**src/rtl/stream_mux.sv**
```systemverilog
// stream_mux: N-channel, W-bit stream multiplexer with a one-entry registered
// output stage. A channel is picked either by the external sel bus (MODE=0) or
// by a round-robin arbiter (MODE=1) that starts searching after the last
// granted channel.
//
// Handshake: a word moves across an interface on a rising edge where valid
// and ready are both 1. A producer holds its data stable while valid=1 and
// ready=0. out_valid/out_data/out_chan change only after a transfer out or a
// transfer in. in_ready is combinational. It is 1 for at most one channel, and
// only for a channel that is currently valid.
module stream_mux #(
  parameter int WIDTH    = 4,
  parameter int CHANNELS = 4,
  parameter int MODE     = 0,
  localparam int SEL_W   = $clog2(CHANNELS)
) (
  input  logic                         clk,
  input  logic                         rst,
  input  logic [CHANNELS*WIDTH-1:0]    in_data,
  input  logic [CHANNELS-1:0]          in_valid,
  output logic [CHANNELS-1:0]          in_ready,
  input  logic [SEL_W-1:0]             sel,
  output logic [WIDTH-1:0]             out_data,
  output logic                         out_valid,
  output logic [SEL_W-1:0]             out_chan,
  input  logic                         out_ready
);

  logic [WIDTH-1:0] out_data_q, out_data_d;
  logic             out_valid_q, out_valid_d;
  logic [SEL_W-1:0] out_chan_q, out_chan_d;
  logic [SEL_W-1:0] last_q, last_d;

  logic [SEL_W-1:0] rr_cand;
  logic             rr_found;
  logic             fix_ok;
  logic [SEL_W-1:0] cand;
  logic             have_cand;
  logic             can_load;
  logic             load;

  // Round-robin search: the first valid channel after last_q, wrapping around.
  always_comb begin
    rr_found = 1'b0;
    rr_cand  = '0;
    for (int k = 1; k <= CHANNELS; k++) begin
      if (!rr_found && in_valid[(int'(last_q) + k) % CHANNELS]) begin
        rr_found = 1'b1;
        rr_cand  = SEL_W'((int'(last_q) + k) % CHANNELS);
      end
    end
  end

  // Candidate choice. A select value beyond the channel count, or an idle
  // channel, gives no candidate, so an invalid input is never granted.
  always_comb begin
    fix_ok    = (int'(sel) < CHANNELS) && in_valid[sel];
    cand      = sel;
    have_cand = fix_ok;
    if (MODE == 1) begin
      cand      = rr_cand;
      have_cand = rr_found;
    end
  end

  // The output register can take a word when empty or while it drains.
  always_comb begin
    can_load = !out_valid_q || out_ready;
    load     = !rst && can_load && have_cand;
    in_ready = '0;
    for (int i = 0; i < CHANNELS; i++) begin
      in_ready[i] = load && (int'(cand) == i);
    end
  end

  // Next state of the output stage and the arbitration pointer.
  always_comb begin
    out_data_d  = out_data_q;
    out_chan_d  = out_chan_q;
    out_valid_d = out_valid_q;
    last_d      = last_q;
    if (load) begin
      out_data_d  = in_data[int'(cand)*WIDTH +: WIDTH];
      out_chan_d  = cand;
      out_valid_d = 1'b1;
      if (MODE == 1) begin
        last_d = cand;
      end
    end else if (out_valid_q && out_ready) begin
      out_valid_d = 1'b0;
    end
  end

  // State registers; the pointer resets to the top channel so channel 0 wins first.
  always_ff @(posedge clk or posedge rst) begin
    if (rst) begin
      out_data_q  <= '0;
      out_chan_q  <= '0;
      out_valid_q <= 1'b0;
      last_q      <= SEL_W'(CHANNELS - 1);
    end else begin
      out_data_q  <= out_data_d;
      out_chan_q  <= out_chan_d;
      out_valid_q <= out_valid_d;
      last_q      <= last_d;
    end
  end

  assign out_data  = out_data_q;
  assign out_valid = out_valid_q;
  assign out_chan  = out_chan_q;

endmodule

```
**config.mk**
```make
export PLATFORM = sky130hd
export DESIGN_NAME = stream_mux
export DESIGN_NICKNAME = d
export VERILOG_FILES = /design/src/rtl/stream_mux.sv
export SDC_FILE = /design/constraint.sdc
export NUM_CORES = 1
export LEC_CHECK = 0
export ABC_AREA = 1
export BUFFER_PORTS_ARGS = -buffer_cell sky130_fd_sc_hd__buf_2
export CAP_MARGIN = 40
export CORE_MARGIN = 2
export CORE_UTILIZATION = 40
export DETAILED_ROUTE_END_ITERATION = 16
export PLACE_DENSITY = 0.75
export SLEW_MARGIN = 0
export SYNTH_ARGS = -nofsm -noshare
export SYNTH_HDL_FRONTEND = slang
export SYNTH_SLANG_ARGS = --single-unit
```
**constraint.sdc**
```tcl
create_clock -name clk -period 1.5 [get_ports clk]
set_clock_uncertainty 0.1 [all_clocks]
set_input_delay 0.15 -clock clk [delete_from_list [all_inputs] [get_ports clk]]
set_output_delay 0.15 -clock clk [all_outputs]
set_load 0.05 [all_outputs]
```
==> Word-level counts from Yosys, hierarchy flattened <==
Cells that the tools add are included.
{ "classes": {"add_sub_neg": 0, "n_mul": 0, "div_mod_pow": 0, "order_cmp": 1, "eq_ne": 3, "n_shift": 1, "n_mux": 4, "bitwise": 0, "reduce_logical": 12} }
{ "ops": {"columns": ["operator", "count"], "rows": [
  ["$shiftx 16x5->4", 1],
  ["$logic_and 1x1->1", 7],
  ["$eq 2x2->1 const B", 2],
  ["$lt 2x3->1 const B", 1],
  ["$mux 1", 3],
  ["$bmux 1 s2", 1],
  ["$eq 2x1->1 const B", 1],
  ["$logic_not 1->1", 2],
  ["$logic_not 2->1", 1],
  ["$reduce_bool 2->1", 1],
  ["$logic_or 1x1->1", 1]
]} }
{ "totals": {"register_bits": 7, "latchBits": 0, "ramBits": 0, "mem_bits_ro": 0, "out_inout_bits": 11, "word_cells": 24, "memories": 0} }

==> Depth between registers and ports, before layout <==
{ "depth": {"word_depth": 5, "mapped_depth": 8, "depth_no_buf": 8} }

==> Least setup slack after synthesis <==
OpenSTA, ideal clock, no wires.
{ "synth_path": {"path_type": "reg-to-output", "from": "reg out_valid_q (netlist: out_valid)", "to": "out in_ready[1]", "t_arrival_ns": 1.651, "required_time_ns": 1.250, "slack_ns": -0.401, "path_stages_with_launch": 6, "path_cell_list": "dfrtp_1 inv_1 nor2_1 nor2_8 nand3_2 nor2_1"} }
{ "synth_between": {"elab_chain_cells": 5} }
{ "synth_rtl": {"columns": ["item", "line_no", "rtl"], "rows": [
  ["start, declared", "30", "logic out_valid_q, out_valid_d;"],
  ["start signal, assigned", "104", "out_valid_q <= out_valid_d;"],
  ["$logic_not 1->1", "68", "can_load = !out_valid_q || out_ready;"],
  ["$logic_or 1x1->1", "68", null],
  ["$logic_and 1x1->1 (2 in series)", "69", "load = !rst && can_load && have_cand;"],
  ["$logic_and 1x1->1", "72", "in_ready[i] = load && (int'(cand) == i);"],
  ["end, declared", "21", "output logic [CHANNELS-1:0] in_ready,"]
]} }
Every way passes these cells.

==> Final worst setup path <==
Same ends and word-level chain as after synthesis.

==> metrics.csv <==
stage,metric,value,unit
outcome,outcome,"complete, but fails checks",
outcome,violations,negative setup slack,
worst_setup_path,crit_path_end_kind,output port,
clock_tree,cts_tree,built,
logic_synthesis,yosysTopAreaCell,nand2_1,
worst_setup_path,critical_path.startpoint,out_valid,
timing,rsz0062_at_grt,true,
timing,fin_tns_setup,-150.1,ps
worst_setup_path,cp-endpoint,in_ready[1],
routing,final_antenna_net_count,0,
global_route,grt_pass1_vias,558,
die,initial_core_util,0.4260,
clock_tree,ctsHtreeMaxLevel,1,
final_layout,area_growth,68.62,%
flow_run,max-cap-violations,0,
logic_synthesis,synth.distinct_cells,13,
logic_synthesis,ys_ff_latch,7,
global_route,grt_pass1_wl,2.173,mm
clock_tree,root_buffer,clkbuf_4,
logic_synthesis,netlist_instances,87,
global_route,antenna_found_initial,0,
logic_synthesis,synth_area_leaders,"nand2_1, dfrtp_1, nand2_2",
die,die-area,1700,µm²
final_layout,final_area,934.6,µm²
worst_setup_path,cp.depth,6,
logic_synthesis,synth_area,554.3,µm²
clock_tree,clk_pin_slew,50,ps
worst_hold_path,hold_path.class,input pin to flop,
global_route,grt_max_degree,10,
worst_setup_path,crit_slowest_cell,dfrtp_2,
clock_tree,clock_path_buffers,2,
die,num_io_pins,36,
worst_setup_path,cp_max_fo,3,
final_layout,fin_nets,162,
routing,vias,713,
die,chipHeight,41.23,µm
placed_design,gp_congestion,0.7518,
worst_setup_path,path_class,flop to output port,
logic_synthesis,avgSynthCellArea,6.371,µm²
worst_setup_path,r2r_cells,8,
die,core,1301,µm²
logic_synthesis,synth_top_cell_area_share,0.3657,
routing,drt-pass1-iter-count,4,
routing,via_per_inst,4.722,
routing,dr.first_iter.drc_count,10,
power,vdd_ir_drop_max,649.9,µV
logic_synthesis,ys_seq_area_frac,0.3160,
timing,final-max-slew-violation-count,0,
worst_setup_path,r2r-start,out_valid,
global_route,track_usage,0.2022,
power,powerDensity,920.8,nW/µm²
timing,worst_slack,-54.83,ps
timing,tightest_slew,275.8,ps
worst_setup_path,max_stage_delay,410,ps
timing,maxSlewHeadroom,0.8160,
final_layout,fill_cells,113,
final_layout,final_cell_mix,"nand2_1, buf_2, buf_4, dfrtp_1",
final_layout,final_common_cell,nand2_1,
worst_setup_path,cp.required,1250,ps
timing,fmax,0.6432,GHz
worst_setup_path,crit_arrival,1300,ps
worst_setup_path,reg2reg_slack,130,ps
final_layout,drive_gt1_frac,0.4779,
timing,period_minus_slack,1555,ps
clock_tree,numClockSinks,7,
clock_tree,clkLatencyLatePin,250,ps
timing,finalHoldViolCount,0,
die,rows,13,
worst_setup_path,r2r-end,out_data[3],
worst_setup_path,crit_family,flip-flops,
worst_setup_path,start_kind,flop,
worst_setup_path,path_buf_inv,2,
global_route,grt_overflow,0,
logic_synthesis,synth_nets,112,
timing,setup_violations,4,
placed_design,dpl_cell_area,797.0,µm²
worst_setup_path,path_common_cell,nor2_4,
logic_synthesis,ys_warn_count,0,
routing,drc,0,
routing,routedWlPerCell,10.95,µm
final_layout,n_antenna_cell,0,
placed_design,place.detailed.hpwl,1.187,mm
routing,drt_wl_total,1.654,mm
worst_setup_path,crit_chain,"inv_2, nor2_4, nor2_8, nand3_4, nor2_4, buf_8",
clock_tree,cts_buffers,3,
timing,fin_crit_sh,1.037,
placed_design,io_buffers,35,
power,cellLeakagePower,0.5492,nW
die,die_w,41.23,µm
-- layer usage --
layer,wire [µm],GRT usage,up-vias
met5,0,0,-
met4,6,0.04839,0
met3,106,0.08152,2
met2,995,0.3984,29
met1,545,0.1889,321
li1,-,-,361
-- through the flow --
step	utilization	setup WS (ps)	hold slack [ps]	cells	power, W
final	0.7183	-54.83	52.00	151	0.0008606
after global routing	0.7183	-105.4	63.23	151	0.0009113
after CTS	0.6731	-72.63	33.07	147	0.0008313
after detailed placement	0.6125	47.99	46.78	140	0.0006390
after global placement	0.6125	100.8	34.47	140	0.0006301
after floorplan	-	13.26	-146.7	87	0.0005336
-- kinds of logic (layout without fill, tap and decap cells) --
kind of cell / Yosys count / in the layout / share of synthesized area
buffers and inverters: 7 / 56 / 0.08126
and+or+nand+nor: 72 / 72 / 0.5937
DFF: 7 / 7 / 0.3160
AOI/OAI and AO/OA: 1 / 1 / 0.009021
-- state kept, by name, indices dropped and copies added, names as in the netlist --
| register | count |
|---|---|
| out_data | 4 |
| out_chan | 2 |
| out_valid | 1 |
-- synth_stat cells --
master,count
nand2_4,2
dfrtp_1,7
buf_4,1
nor2_8,1
inv_1,4
nand3_1,5
nor2_1,3
buf_6,2
o21ai_0,1
nand2_2,4
nand2_1,54
nand3_2,1
nor2_2,2
-- where the power goes --
| part | leakage, nW | switching (W) | internal (W) | total (W) |
|---|---|---|---|---|
| logic | 0.447 | 0.000294 | 0.000132 | 0.000425 |
| registers | 0.0871 | 0.0000249 | 0.000230 | 0.000255 |
| clock network | 0.0150 | 0.0000780 | 0.000102 | 0.000180 |
| total | 0.549 | 0.000397 | 0.000464 | 0.000861 |
-- area by class of cell --
cell class,instances,area (µm²),share of cell area
flip-flops and latches,7,176.4,0.1888
multi-input cells,73,382.9,0.4096
inverters,4,15.01,0.01606
repair buffers,48,315.3,0.3373
well taps,15,18.77,0.02008
clock buffers,4,26.28,0.02811
-- worst min-delay path by stage --
stage | from | to | slack, ps | cells past startpoint
final | out_ready | out_valid | 50 | 2
after detailed placement | rst | out_data[3] | 50 | 2
after CTS | out_ready | out_valid | 30 | 2
after global placement | rst | out_data[1] | 30 | 2
after floorplan | rst | out_chan[0] | -150 | 1
after global routing | out_ready | out_valid | 60 | 2
-- timing repair --
| item | 4_1_cts | 5_1_grt |
|---|---|---|
| endpoints found under the hold margin | 7 | 0 |
| setup buffers | 2 | 4 |
| hold buffers | 1 | 0 |
| pin swaps | 3 | 3 |
| setup endpoints to repair | 4 | 4 |
| gates resized for setup | 10 | 6 |
Note: power is estimated with default switching activity, not from simulation.
